### config.mk
export PLATFORM = sky130hd
export DESIGN_NAME = pipe_skid_stage
export DESIGN_NICKNAME = d
export VERILOG_FILES = /design/src/rtl/pipe_skid_stage.sv
export SDC_FILE = /design/constraint.sdc
export NUM_CORES = 1
export LEC_CHECK = 0
export ABC_AREA = 1
export CAP_MARGIN = 15
export CORE_MARGIN = 10
export CORE_UTILIZATION = 40
export DETAILED_ROUTE_END_ITERATION = 7
export PLACE_DENSITY = 0.65
export RECOVER_POWER = 25
export SYNTH_ARGS = -nofsm -noshare
export SYNTH_HDL_FRONTEND = slang
export SYNTH_SLANG_ARGS = --single-unit
export TNS_END_PERCENT = 50
### constraint.sdc
create_clock -name clk -period 13.35 [get_ports clk]
set_input_delay 2.67 -clock clk [delete_from_list [all_inputs] [get_ports clk]]
set_output_delay 2.67 -clock clk [all_outputs]
set_load 0.005 [all_outputs]
### src/rtl/pipe_skid_stage.sv
// Elastic pipeline stage register with a two-entry skid buffer, synchronous flush and optional
// performance counters enabled by defining PIPE_STAGE_PERF_EN.
module pipe_skid_stage #(
    parameter int CTRL_W = 8,
    parameter int DATA_W = 128,
    parameter int CNT_W  = 32
) (
    input  logic              clk,
    input  logic              reset,
    input  logic              in_valid,
    output logic              in_ready,
    input  logic [CTRL_W-1:0] in_ctrl,
    input  logic [DATA_W-1:0] in_data,
    input  logic              flush,
    output logic              out_valid,
    input  logic              out_ready,
    output logic [CTRL_W-1:0] out_ctrl,
    output logic [DATA_W-1:0] out_data,
    output logic [1:0]        occupancy
`ifdef PIPE_STAGE_PERF_EN
    ,
    output logic [CNT_W-1:0]  stall_cnt,
    output logic [CNT_W-1:0]  flush_cnt
`endif
);

    typedef enum logic [1:0] {
        EMPTY = 2'd0,
        ONE   = 2'd1,
        FULL  = 2'd2
    } state_t;

    state_t              r_state;
    state_t              w_nextState;
    logic [CTRL_W-1:0]   r_mainCtrl;
    logic [DATA_W-1:0]   r_mainData;
    logic [CTRL_W-1:0]   r_skidCtrl;
    logic [DATA_W-1:0]   r_skidData;

    logic w_mainValid;
    logic w_skidValid;
    logic w_inFire;
    logic w_outFire;
    logic w_loadMainIn;
    logic w_loadMainSkid;
    logic w_loadSkid;
    logic w_clearMainCtrl;
    logic w_clearSkidCtrl;

    // The state encoding is the occupancy, so both valid bits decode straight from the register.
    assign w_mainValid = (r_state != EMPTY);
    assign w_skidValid = (r_state == FULL);
    assign in_ready    = !w_skidValid;
    assign w_inFire    = in_valid && in_ready;
    assign w_outFire   = w_mainValid && out_ready;

    assign out_valid   = w_mainValid;
    assign out_ctrl    = r_mainCtrl;
    assign out_data    = r_mainData;
    assign occupancy   = r_state;

    always_ff @(posedge clk or posedge reset) begin
        if (reset) begin
            r_state <= EMPTY;
        end else begin
            r_state <= w_nextState;
        end
    end

    always_comb begin
        w_nextState     = r_state;
        w_loadMainIn    = 1'b0;
        w_loadMainSkid  = 1'b0;
        w_loadSkid      = 1'b0;
        w_clearMainCtrl = 1'b0;
        w_clearSkidCtrl = 1'b0;
        if (flush) begin
            w_nextState     = EMPTY;
            w_clearMainCtrl = 1'b1;
            w_clearSkidCtrl = 1'b1;
        end else begin
            case (r_state)
                EMPTY: begin
                    if (w_inFire) begin
                        w_nextState  = ONE;
                        w_loadMainIn = 1'b1;
                    end
                end
                ONE: begin
                    if (w_inFire && w_outFire) begin
                        w_loadMainIn = 1'b1;
                    end else if (w_inFire) begin
                        w_nextState = FULL;
                        w_loadSkid  = 1'b1;
                    end else if (w_outFire) begin
                        w_nextState     = EMPTY;
                        w_clearMainCtrl = 1'b1;
                    end
                end
                FULL: begin
                    if (w_outFire) begin
                        w_nextState     = ONE;
                        w_loadMainSkid  = 1'b1;
                        w_clearSkidCtrl = 1'b1;
                    end
                end
                default: begin
                    w_nextState = EMPTY;
                end
            endcase
        end
    end

    // Data fields only load on a transfer; control is cleared whenever its entry empties.
    always_ff @(posedge clk or posedge reset) begin
        if (reset) begin
            r_mainCtrl <= '0;
            r_mainData <= '0;
        end else if (w_loadMainIn) begin
            r_mainCtrl <= in_ctrl;
            r_mainData <= in_data;
        end else if (w_loadMainSkid) begin
            r_mainCtrl <= r_skidCtrl;
            r_mainData <= r_skidData;
        end else if (w_clearMainCtrl) begin
            r_mainCtrl <= '0;
        end
    end

    always_ff @(posedge clk or posedge reset) begin
        if (reset) begin
            r_skidCtrl <= '0;
            r_skidData <= '0;
        end else if (w_loadSkid) begin
            r_skidCtrl <= in_ctrl;
            r_skidData <= in_data;
        end else if (w_clearSkidCtrl) begin
            r_skidCtrl <= '0;
        end
    end

`ifdef PIPE_STAGE_PERF_EN
    logic [CNT_W-1:0] r_stallCnt;
    logic [CNT_W-1:0] r_flushCnt;
    logic [1:0]       w_squashed;
    logic [CNT_W:0]   w_flushSum;

    // A beat leaving through out_fire during a flush was delivered, so it is not squashed.
    assign w_squashed = {1'b0, (w_mainValid && !out_ready)} + {1'b0, w_skidValid};
    assign w_flushSum = {1'b0, r_flushCnt} + {{(CNT_W-1){1'b0}}, w_squashed};

    always_ff @(posedge clk or posedge reset) begin
        if (reset) begin
            r_stallCnt <= '0;
            r_flushCnt <= '0;
        end else begin
            if (w_mainValid && !out_ready && (r_stallCnt != {CNT_W{1'b1}})) begin
                r_stallCnt <= r_stallCnt + CNT_W'(1);
            end
            if (flush) begin
                r_flushCnt <= w_flushSum[CNT_W] ? {CNT_W{1'b1}} : w_flushSum[CNT_W-1:0];
            end
        end
    end

    assign stall_cnt = r_stallCnt;
    assign flush_cnt = r_flushCnt;
`else
    // Counters are compiled out; the stage behaves identically without them.
`endif

endmodule

* After elaboration in Yosys (flattened, before gate mapping) *
Cells that the tools add are included.

word-level totals
  register bits after elaboration = 274
  input port bits = 141
  output and inout port bits = 140

operators by class
  eq/ne operators = 6
  mux-type cells = 29
  reduce and logical (&&, ||, !) cells = 10

operators with widths
  kind                                                                      count
  128-bit 2-to-1 mux                                                        2
  8-bit 2-to-1 mux                                                          5
  1-bit 2-to-1 mux                                                          14
  2-bit 2-to-1 mux                                                          6
  3-bit inequality test (second input constant)                             2
  2-bit case mux with 3 select lines                                        1
  2-bit nonzero test                                                        3
  4-bit inequality test (second input constant)                             1
  4-bit AND reduction                                                       1
  1-bit logical AND                                                         3
  3-bit by 2-bit inequality test with 1-bit output (second input constant)  1
  3-bit nonzero test                                                        1
  2-bit by 1-bit equality test with 1-bit output (second input constant)    1
  2-bit equality test (second input constant)                               1
  2-bit logical NOT                                                         1
  1-bit case mux with 2 select lines                                        1
  1-bit logical NOT                                                         1

* Logic depth before layout (Yosys ltp) *
  word-level depth = 10
  mapped depth = 9

* Worst setup path before layout *
OpenSTA, ideal clock, no wires.

  kind = input to register
  start point = input flush
  end point = register r_mainData[0], in the netlist out_data[0]
  data arrival time = 3503 ps
  data required time = 13226 ps
  path slack = 9723 ps
  stages on the path = 8
  path buffers = 2
  cell sequence = nor2_2 nand3_4 inv_4 nor2_8 buf_6 buf_6 nand2_1 nand3_1

between the ends
  cells in the longest elaborated chain, start to end = 2
  elaborated cells on any way between the ends = 4

ends and longest elaborated chain
  what                                                      RTL line  text
  start: declaration                                        14        input logic flush,
  1-bit 2-to-1 mux                                          77        if (flush) begin
  128-bit 2-to-1 mux or 2-bit nonzero test (tied branches)  n/a
  end signal: assignment                                    121       r_mainData <= in_data;
  end signal: assignment                                    124       r_mainData <= r_skidData;
  end: declaration                                          36        logic [DATA_W-1:0] r_mainData;

Several ways; a longest one is shown, not always the timed one.
A chain may end at the register's enable or synchronous reset.

==> key figures <==
Outcome
  • Outcome: complete, but fails checks
  • Failing checks: capacitance limit, slew limit

Synth
  • Syn nets: 1,480
  • Distinct cells, synth: 21
  • Synthesized area: 11,500 um^2
  • Syn Inst Count: 1,339
  • Seq cells post-synth: 274
  • Syn_area_per_cell: 8.57 um^2
  • YS warnings: 0
  • Post-synthesis sequential area ratio: 59.8%

Global route
  • Total grt overflow: 0
  • First-pass GRT wire length: 51,100 um
  • Initial antenna violation count: 5
  • GRT Resource Usage Total: 17.3%
  • Largest net degree at the start of global routing: 140
  • Vias in the first global route: 9,070

Power
  • Clock power frac: 31.9%
  • VDD IR-drop max: 89.1 uV
  • Internal: 0.00187 W
  • Overall power: 0.00257 W
  • Part of the power in registers: 47.4%
  • Pleak: 7.59 nW
  • Combinational Power Share: 20.7%
  • Sw Ratio: 27.4%
  • Sw power: 0.000704 W
  • Power Density: 167 nW/um^2

Floorplan
  • Die Span X: 189 um
  • Core Region: 28,000 um^2
  • Io pins: 281
  • Initial Util: 41.0%
  • # rows: 61
  • DIE AREA: 35,900 um^2
  • Die height: 189 um

Drt
  • DRC viols: 0
  • 1st-pass router iterations: 5
  • WL/cell: 16.1 um
  • Number of vias per cell: 4.71
  • 1st-iter DRT viols: 714
  • DRT Wirelength: 32,000 um
  • Post-route ant nets: 0
  • Via count: 9,372

Clocking
  • Skew-Pair Late Insertion Delay: 0.53 ns
  • Clock buffer count from CTS: 30
  • Htree depth: 1
  • Max clock buf depth: 3
  • Setup bufs post-CTS: 0
  • CTS clk-pin slew, worst paths: 0.06 ns
  • Root Driver: clkbuf_16
  • CTS Hold Buffers Added: 0
  • CTS sink cnt: 274
  • TritonCTS clock tree: done
  • Post-cts resize count: 0

STA
  • Tcrit/Tclk final: 60.6%
  • Hold_ws: 0.477 ns
  • Tmin final: 8.09 ns
  • Final setup fails: 0
  • Unrepaired setup endpoints after global routing: false
  • Worst-Margin Slew: 6.24 ns
  • Pins Over Slew Limit: 140
  • TNS Setup: 0 ns
  • Fmax: 0.124 GHz
  • Rel. slew slack: -318%
  • Final Hold Violating Endpoints: 0
  • Clock Skew: 0.00985 ns

Worst setup path
  • Crit-path most repeated cell: buf_4
  • CP delay by family, top: buffers and inverters
  • Slowest stage delay, CP: 3.41 ns
  • WP buf/inv: 4
  • CP arrival: 8.60 ns
  • Crit Path Category: in2async
  • R2r setup slk: 10.31 ns
  • CP Capture Type: asynchronous set/reset pin
  • CP required: 13.86 ns
  • Crit Reg-Reg Endpoint: out_data[15]
  • Crit-path max FO: 139
  • Reg2Reg Depth: 6
  • Reg-to-Reg Start: occupancy[1]
  • Setup crit start kind: input pin
  • Crit-path cells: dlygate4sd3_1 > clkinvlp_2 > buf_4 > buf_4
  • Worst path slowest cell: clkinvlp_2

Final layout
  • Most frequent cells in the layout: 534 x nand2_1, 274 x dfrtp_1, 245 x clkdlybuf4s50_1
  • Layout cells sized above 1: 4.10%
  • FILL cells: 2,564
  • Finished Core Util: 54.9%
  • Commonest non-fill, non-tap cell in the layout: nand2_1
  • Final nets: 1,727
  • Area grow syn2layout: 34.0%

Placement
  • RD Place Congestion: 0.804
  • DP HPWL: 20,900 um
  • Buffers on Ports: 280

Hold path
  • Hold path depth: 2
  • Hold WC Path Type: reg2reg
  • Hold Path End: out_data[64]
  • Hold Path Origin: out_data[64]

Flow run
  • Max-capacitance violation count: 1
-- layout make-up --
type	count	area [um^2]	share of cell area (%)
flip-flops and latches	274	6860	44.6
multi-input cells	839	3600	23.4
repair buffers	288	2860	18.6
clock buffers	46	902	5.87
inverters	153	578	3.76
well taps	378	473	3.08
clock inverters	8	92.6	0.602
diodes	2	5.00	0.0326
-- metal layers --
| metal | GRT usage [%] | routed length [um] | share of wire (%) | vias to the layer above |
|---|---|---|---|---|
| met3 | 6.23 | 2790 | 8.7 | 33 |
| met5 | 0 | 34 | 0.11 | - |
| li1 | - | - | - | 4643 |
| met2 | 26.3 | 14200 | 44 | 266 |
| met4 | 2.69 | 331 | 1.0 | 4 |
| met1 | 23.7 | 14600 | 46 | 4426 |
-- worst min-delay path: stages (launching register included) --
cell and delay (ns):
dfrtp_1 0.34, nand2_1 0.05, nand3_1 0.05
-- synthesized netlist by cell type, drive strengths merged --
| cell | instances | area [um^2] |
|---|---|---|
| dfrtp | 274 | 6860 |
| clkbuf | 12 | 45.0 |
| a21oi | 9 | 45.0 |
| buf | 61 | 402 |
| nand3 | 144 | 743 |
| nor2 | 16 | 110 |
| o22ai | 8 | 50.1 |
| o21ai | 128 | 641 |
| nand2 | 534 | 2000 |
| inv | 153 | 577 |
-- power groups by stage --
| stage | registers [W] | clock network (W) | logic (W) |
|---|---|---|---|
| floorplan | 0.00121 | 0 | 0.000248 |
| global placement | 0.00122 | 0 | 0.000537 |
| detailed placement | 0.00123 | 0 | 0.000553 |
| CTS | 0.00122 | 0.000846 | 0.000555 |
| global route | 0.00125 | 0.000879 | 0.000610 |
| finish | 0.00122 | 0.000821 | 0.000533 |
-- sequential cells by signal, indices dropped and copies added, names as in the netlist --
signal	flops
r_skidCtrl	8
r_skidData	128
out_data	128
occupancy	2
out_ctrl	8
-- stage by stage --
step	instances	worst slack [ns]	area [um^2]
floorplan	1339	3.13	11500
global placement	1932	7.53	14400
detailed placement	1932	7.49	14400
CTS	1986	8.06	15400
global route	1986	4.10	15400
finish	1988	5.26	15400
-- cells by family after synthesis --
group           count (synthesis)  synth area share, %
flops                         274                 59.8
compound gates                145                 6.41
simple gates                  694                 24.9
buf+inv                       226                 8.92
-- how the worst max path moves through the flow --
stage	depth (start not counted)	slack, ns	to	from
6_report	4	5.26	out_data[103]	reset
5_1_grt	4	4.10	out_data[104]	reset
4_1_cts	7	8.06	out_data[15]	out_ready
3_5_place_dp	7	7.49	out_data[15]	out_ready
3_3_place_gp	7	7.53	out_ctrl[3]	out_ready
2_1_floorplan	1	3.13	occupancy[0]	reset
Note: power is estimated with default switching activity, not from simulation.
